--- config.mk ---
export PLATFORM = sky130hd
export DESIGN_NAME = seq1011_scan_sched
export DESIGN_NICKNAME = d
export VERILOG_FILES = /design/src/rtl/seq_det_pkg.sv /design/src/rtl/seq1011_moore_core.sv /design/src/rtl/seq1011_scan_sched.sv
export SDC_FILE = /design/constraint.sdc
export NUM_CORES = 1
export LEC_CHECK = 0
export BUFFER_PORTS_ARGS = -buffer_cell sky130_fd_sc_hd__buf_2
export CORE_ASPECT_RATIO = 1.1
export CORE_UTILIZATION = 53
export CTS_BUF_LIST = sky130_fd_sc_hd__clkbuf_8 sky130_fd_sc_hd__clkbuf_16
export DETAILED_ROUTE_END_ITERATION = 8
export PLACE_DENSITY = 0.77
export SLEW_MARGIN = 20
export SYNTH_ARGS = -nofsm -noshare
export SYNTH_HDL_FRONTEND = slang
export SYNTH_HIERARCHICAL = 1
export SYNTH_SLANG_ARGS = --single-unit
--- constraint.sdc ---
create_clock -name clock -period 4.2 [get_ports clock]
set_input_delay 0 -clock clock [delete_from_list [all_inputs] [get_ports clock]]
set_output_delay 0 -clock clock [all_outputs]
set_load 0.1 [all_outputs]
--- src/rtl/seq_det_pkg.sv ---
// Shared types for the 1011 scan scheduler: scheduler states, detector core
// state encoding, default widths and the detector next-state function.
package seq_det_pkg;

  localparam int DEF_WORD_W = 8;
  localparam int DEF_CNT_W  = 4;

  typedef enum logic [1:0] {
    IDLE  = 2'd0,
    SHIFT = 2'd1,
    FLUSH = 2'd2,
    DONE  = 2'd3
  } sched_state_t;

  typedef enum logic [2:0] {
    CORE_Z     = 3'b000,
    CORE_S1    = 3'b001,
    CORE_S10   = 3'b011,
    CORE_S101  = 3'b010,
    CORE_S1011 = 3'b110
  } core_state_t;

  // Overlapping "1011" recogniser; after a match the trailing "1" seeds S1.
  function automatic core_state_t core_next(input core_state_t cur, input logic b);
    core_state_t nxt;
    case (cur)
      CORE_Z:     nxt = b ? CORE_S1    : CORE_Z;
      CORE_S1:    nxt = b ? CORE_S1    : CORE_S10;
      CORE_S10:   nxt = b ? CORE_S101  : CORE_Z;
      CORE_S101:  nxt = b ? CORE_S1011 : CORE_S10;
      CORE_S1011: nxt = b ? CORE_S1    : CORE_S10;
      default:    nxt = CORE_Z;
    endcase
    return nxt;
  endfunction

endpackage

--- src/rtl/seq1011_moore_core.sv ---
// Serial "1011" Moore detector with synchronous clear and bit enable.
// detect_out is registered alongside the state so it is glitch-free.
module seq1011_moore_core
  import seq_det_pkg::*;
(
  input  logic clock,
  input  logic reset,
  input  logic clear,
  input  logic en,
  input  logic bit_in,
  output logic detect_out
);

  core_state_t state;
  core_state_t state_next;

  assign state_next = core_next(state, bit_in);

  always_ff @(posedge clock or posedge reset) begin
    if (reset) begin
      state      <= CORE_Z;
      detect_out <= 1'b0;
    end else if (clear) begin
      state      <= CORE_Z;
      detect_out <= 1'b0;
    end else if (en) begin
      state      <= state_next;
      detect_out <= (state_next == CORE_S1011);
    end
  end

endmodule

--- src/rtl/seq1011_scan_sched.sv ---
// Round-robin scheduler feeding words from two requesters MSB-first through
// one shared 1011 detector core and returning the per-word match count.
module seq1011_scan_sched
  import seq_det_pkg::*;
#(
  parameter int WORD_W = DEF_WORD_W,
  parameter int CNT_W  = DEF_CNT_W
) (
  input  logic              clock,
  input  logic              reset,
  input  logic              req0_valid,
  input  logic [WORD_W-1:0] req0_word,
  output logic              req0_ready,
  input  logic              req1_valid,
  input  logic [WORD_W-1:0] req1_word,
  output logic              req1_ready,
  output logic              busy,
  output logic              done,
  output logic              done_id,
  output logic [CNT_W-1:0]  match_count,
  output logic              bit_out,
  output logic              detect_out
);

  localparam int                IDX_W    = $clog2(WORD_W);
  localparam logic [IDX_W-1:0]  LAST_IDX = IDX_W'(WORD_W - 1);
  localparam logic [CNT_W-1:0]  CNT_MAX  = '1;

  sched_state_t      state;
  logic              last_served;
  logic [WORD_W-1:0] shift_reg;
  logic [IDX_W-1:0]  bit_idx;
  logic              grant0;
  logic              grant1;
  logic              accept;
  logic              core_en;
  logic [WORD_W-1:0] word_sel;

  // last_served==1 means req1 was served last, so req0 wins a contest.
  always_comb begin
    grant0 = 1'b0;
    grant1 = 1'b0;
    if (req0_valid && req1_valid) begin
      grant0 = last_served;
      grant1 = ~last_served;
    end else begin
      grant0 = req0_valid;
      grant1 = req1_valid;
    end
  end

  assign req0_ready = (state == IDLE) & grant0;
  assign req1_ready = (state == IDLE) & grant1;
  assign accept     = req0_ready | req1_ready;
  assign word_sel   = req1_ready ? req1_word : req0_word;
  assign core_en    = (state == SHIFT);

  // The MSB of the shift register is the presented bit; it drains to zero
  // by FLUSH, which keeps bit_out a plain flop output.
  assign bit_out = shift_reg[WORD_W-1];

  always_ff @(posedge clock or posedge reset) begin
    if (reset) begin
      state       <= IDLE;
      last_served <= 1'b1;
      done        <= 1'b0;
      done_id     <= 1'b0;
      match_count <= '0;
      busy        <= 1'b0;
      shift_reg   <= '0;
      bit_idx     <= '0;
    end else begin
      done <= 1'b0;
      case (state)
        IDLE: begin
          if (accept) begin
            shift_reg   <= word_sel;
            done_id     <= grant1;
            last_served <= grant1;
            match_count <= '0;
            bit_idx     <= '0;
            busy        <= 1'b1;
            state       <= SHIFT;
          end
        end
        SHIFT: begin
          shift_reg <= {shift_reg[WORD_W-2:0], 1'b0};
          if (detect_out && match_count != CNT_MAX)
            match_count <= match_count + 1'b1;
          if (bit_idx == LAST_IDX)
            state <= FLUSH;
          else
            bit_idx <= bit_idx + 1'b1;
        end
        FLUSH: begin
          // Core output for the final bit only becomes visible here.
          if (detect_out && match_count != CNT_MAX)
            match_count <= match_count + 1'b1;
          done  <= 1'b1;
          state <= DONE;
        end
        DONE: begin
          busy  <= 1'b0;
          state <= IDLE;
        end
        default: state <= IDLE;
      endcase
    end
  end

  seq1011_moore_core u_core (
    .clock      (clock),
    .reset      (reset),
    .clear      (accept),
    .en         (core_en),
    .bit_in     (bit_out),
    .detect_out (detect_out)
  );

endmodule

==> impl_metrics.tcl <==
set metrics [dict create \
    status "completed" \
    p_leak_uw 0.000838 \
    remaining_drc_errors 0 \
    finalCritPeriodShare 0.551 \
    rrSetupSlack_ps 1890 \
    grt_overflow 0 \
    p_int_uw 634 \
    switching_share 0.521 \
    setup-violations-final 0 \
    multi_input_area_um2 699 \
    htree_levels 1 \
    first_pass_iters 4 \
    pin_count 31 \
    avgViaCountPerCell 5.81 \
    regArea_um2 627 \
    grtUsageTotal 0.238 \
    fmax_mhz 432 \
    die_x_um 51.1 \
    synth_cell_type_count 36 \
    power_frac_comb 0.575 \
    rows 19 \
    numCtsBuffers 3 \
    die_area_um2 2860 \
    grt_pass1_vias 1134 \
    power_uw 1320 \
    syn_inst 143 \
    antenna_found_initial 0 \
    p_sw_uw 690 \
    syn_area_um2 1410 \
    hold_viol_final 0 \
    hold_path_class "input pin to flop" \
    drtAntennaViolNets 0 \
    worst_pin_slew_ps 796 \
    period_needed_ps 2310 \
    cts_max_path_buffers 2 \
    rsz0062_at_grt "false" \
    critPathRequiredTime_ps 4340 \
    grt_pass1_wl_mm 5.08 \
    gp_congestion 0.753 \
    skew_ps 2.75 \
    grt_max_degree 22 \
    tns_ps 0 \
    area_growth_pct 13.9 \
    die_h_um 56 \
    routed_wl_mm 3.03 \
    initial_core_util 0.563 \
    largest_reg_flops 8 \
    cts_sinks 25 \
    wl_per_cell_um 14.9 \
    cts_tree "yes" \
    fillers 227 \
    crit_arrival_ps 2450 \
    placedCellCount 198 \
    syn_area_per_cell_um2 9.83 \
    drive_above_1_share 0.256 \
    max-cap-violations 0 \
    clk_pin_slew_ps 90 \
    path_max_fanout 15 \
    clock_latency_ps 270 \
    ir_drop_v 0.000679 \
    core-area_um2 2500 \
    drv_slew 0 \
    p_per_area_nw_per_um2 828 \
    root_buffer "clkbuf_8" \
    syn_nets 171 \
    final_nets 201 \
    relSlewSlack 0.469 \
    startpoint_type "flop" \
    yosysSeqAreaShare 0.446 \
    clkPwrFrac 0.106 \
    endpoint_kind "flop" \
    io_buffers 30 \
    num_antenna_cells 0 \
    critPathKind "flop to flop" \
    drt_iter0_drc 29 \
    dp_hpwl_mm 2.22 \
    vias 1180 \
    instances_no_fill 203 \
    ys_ff_latch 25 \
    synth_warnings 6 \
    seq_power_share 0.319 \
]
cell usage in the layout (no fill, tap or decap), types with 2 or more instances in the layout:
| cell type | count |
|---|---|
| a21oi_1 | 16 |
| a22o_1 | 5 |
| and3_1 | 3 |
| and3_2 | 4 |
| buf_2 | 30 |
| clkbuf_8 | 3 |
| dfrtp_1 | 24 |
| ha_1 | 8 |
| inv_1 | 9 |
| mux2i_1 | 8 |
| nand2_1 | 11 |
| nand2b_1 | 2 |
| nand3_1 | 7 |
| nor2_1 | 6 |
| nor3_1 | 2 |
| o21ai_0 | 12 |
| o21ai_1 | 4 |
repair_timing:
action | 4_1_cts | 5_1_grt
buffers inserted | 0 | 0
hold buffers | 1 | 0
resized for setup | 0 | 0
hold endpoints to repair | 24 | 0
final timing paths:
| check | from | end | cells past startpoint |
|---|---|---|---|
| setup / recovery | state[0]$_DFFE_PP0P_ | shift_reg[0]$_DFFE_PP0P_ | 6 |
| hold / removal | req0_word[1] | shift_reg[1]$_DFFE_PP0P_ | 3 |
| setup reg to reg | state[0]$_DFFE_PP0P_ | shift_reg[0]$_DFFE_PP0P_ | 6 |
| hold reg to reg | done_id$_DFFE_PP0P_ | done_id$_DFFE_PP0P_ | 2 |
| max in group asynchronous | reset | shift_reg[7]$_DFFE_PP0P_ | 3 |
| min in group asynchronous | reset | u_core/detect_out$_DFFE_PP0P_ | 3 |
per-stage QoR:
step           hold WS (ps)  worst slack, ps  area (um2)  utilization
2_1_floorplan          -234             1960        1410            -
3_3_place_gp           -104             2040        1550        0.619
3_5_place_dp          -96.4             1900        1550        0.619
4_1_cts                21.2             1890        1600        0.641
5_1_grt                26.1             1710        1600        0.641
6_report               30.1             1890        1600        0.641
layer usage:
layer | wire length, um | track usage | part of all wire | up-vias
li1 | - | - | - | 574
met1 | 1310 | 0.304 | 0.43 | 565
met2 | 1540 | 0.383 | 0.51 | 27
met3 | 80 | 0.0383 | 0.026 | 14
met4 | 106 | 0.115 | 0.035 | 0
met5 | 0 | 0 | 0 | -
power by group through the flow:
stage | clock [uW] | sequential (uW) | combinational (uW)
finish | 140 | 423 | 762
detailed placement | 0 | 426 | 765
CTS | 143 | 422 | 766
global route | 151 | 435 | 829
floorplan | 0 | 611 | 462
global placement | 0 | 419 | 735
synthesized netlist by cell type:
| cell | instances | area share |
|---|---|---|
| dfrtp_1 | 24 | 0.43 |
| a21oi_1 | 16 | 0.057 |
| o21ai_0 | 12 | 0.043 |
| nand2_1 | 11 | 0.029 |
| ha_1 | 8 | 0.071 |
| inv_1 | 8 | 0.021 |
| mux2i_1 | 8 | 0.057 |
| nand3_1 | 7 | 0.025 |
| nor2_1 | 6 | 0.016 |
| a22o_1 | 5 | 0.031 |
| and3_2 | 4 | 0.021 |
| o21ai_1 | 4 | 0.014 |
| and3_1 | 3 | 0.013 |
| buf_6 | 2 | 0.016 |
| clkbuf_1 | 2 | 0.0053 |
| nand2b_1 | 2 | 0.0089 |
| nor3_1 | 2 | 0.0071 |
| a2111oi_2 | 1 | 0.011 |
| a22o_2 | 1 | 0.0071 |
| a2bb2oi_1 | 1 | 0.0062 |
| a311oi_1 | 1 | 0.0062 |
| a31oi_1 | 1 | 0.0045 |
| and4_1 | 1 | 0.0062 |
| and4bb_2 | 1 | 0.0089 |
| buf_2 | 1 | 0.0036 |
| clkbuf_8 | 1 | 0.0098 |
| dfstp_2 | 1 | 0.019 |
| mux2_2 | 1 | 0.0080 |
| nand3b_1 | 1 | 0.0053 |
| nand4_1 | 1 | 0.0045 |
| nor3b_1 | 1 | 0.0053 |
| o211ai_1 | 1 | 0.0053 |
| o31ai_1 | 1 | 0.0053 |
| or2_1 | 1 | 0.0045 |
| or3b_4 | 1 | 0.0080 |
| or4b_2 | 1 | 0.0071 |
worst max-delay path, stage by stage (launching register included):
cell and delay, ps:
dfrtp_1 410, inv_1 130, ha_1 260, or3b_4 490, o21ai_1 430, or2_1 330
o21ai_0 150
kinds of logic after synthesis:
kind of cell,count (synthesis),share of synthesized area
AO/OA/AOI/OAI,44,0.191
AND/OR/NAND/NOR,43,0.171
flip-flops,25,0.446
buffers and inverters,14,0.0561
multiplexers,9,0.0650
adder cells (fa/ha/maj),8,0.0712
layout make-up:
class,count,area share
clock inverter,1,0.00235
inverter,8,0.0188
clock buffer,3,0.0258
tap,31,0.0242
timing repair buffer,31,0.100
multi-input combinational,104,0.437
sequential,25,0.392
(Power assumes the default switching activity.)
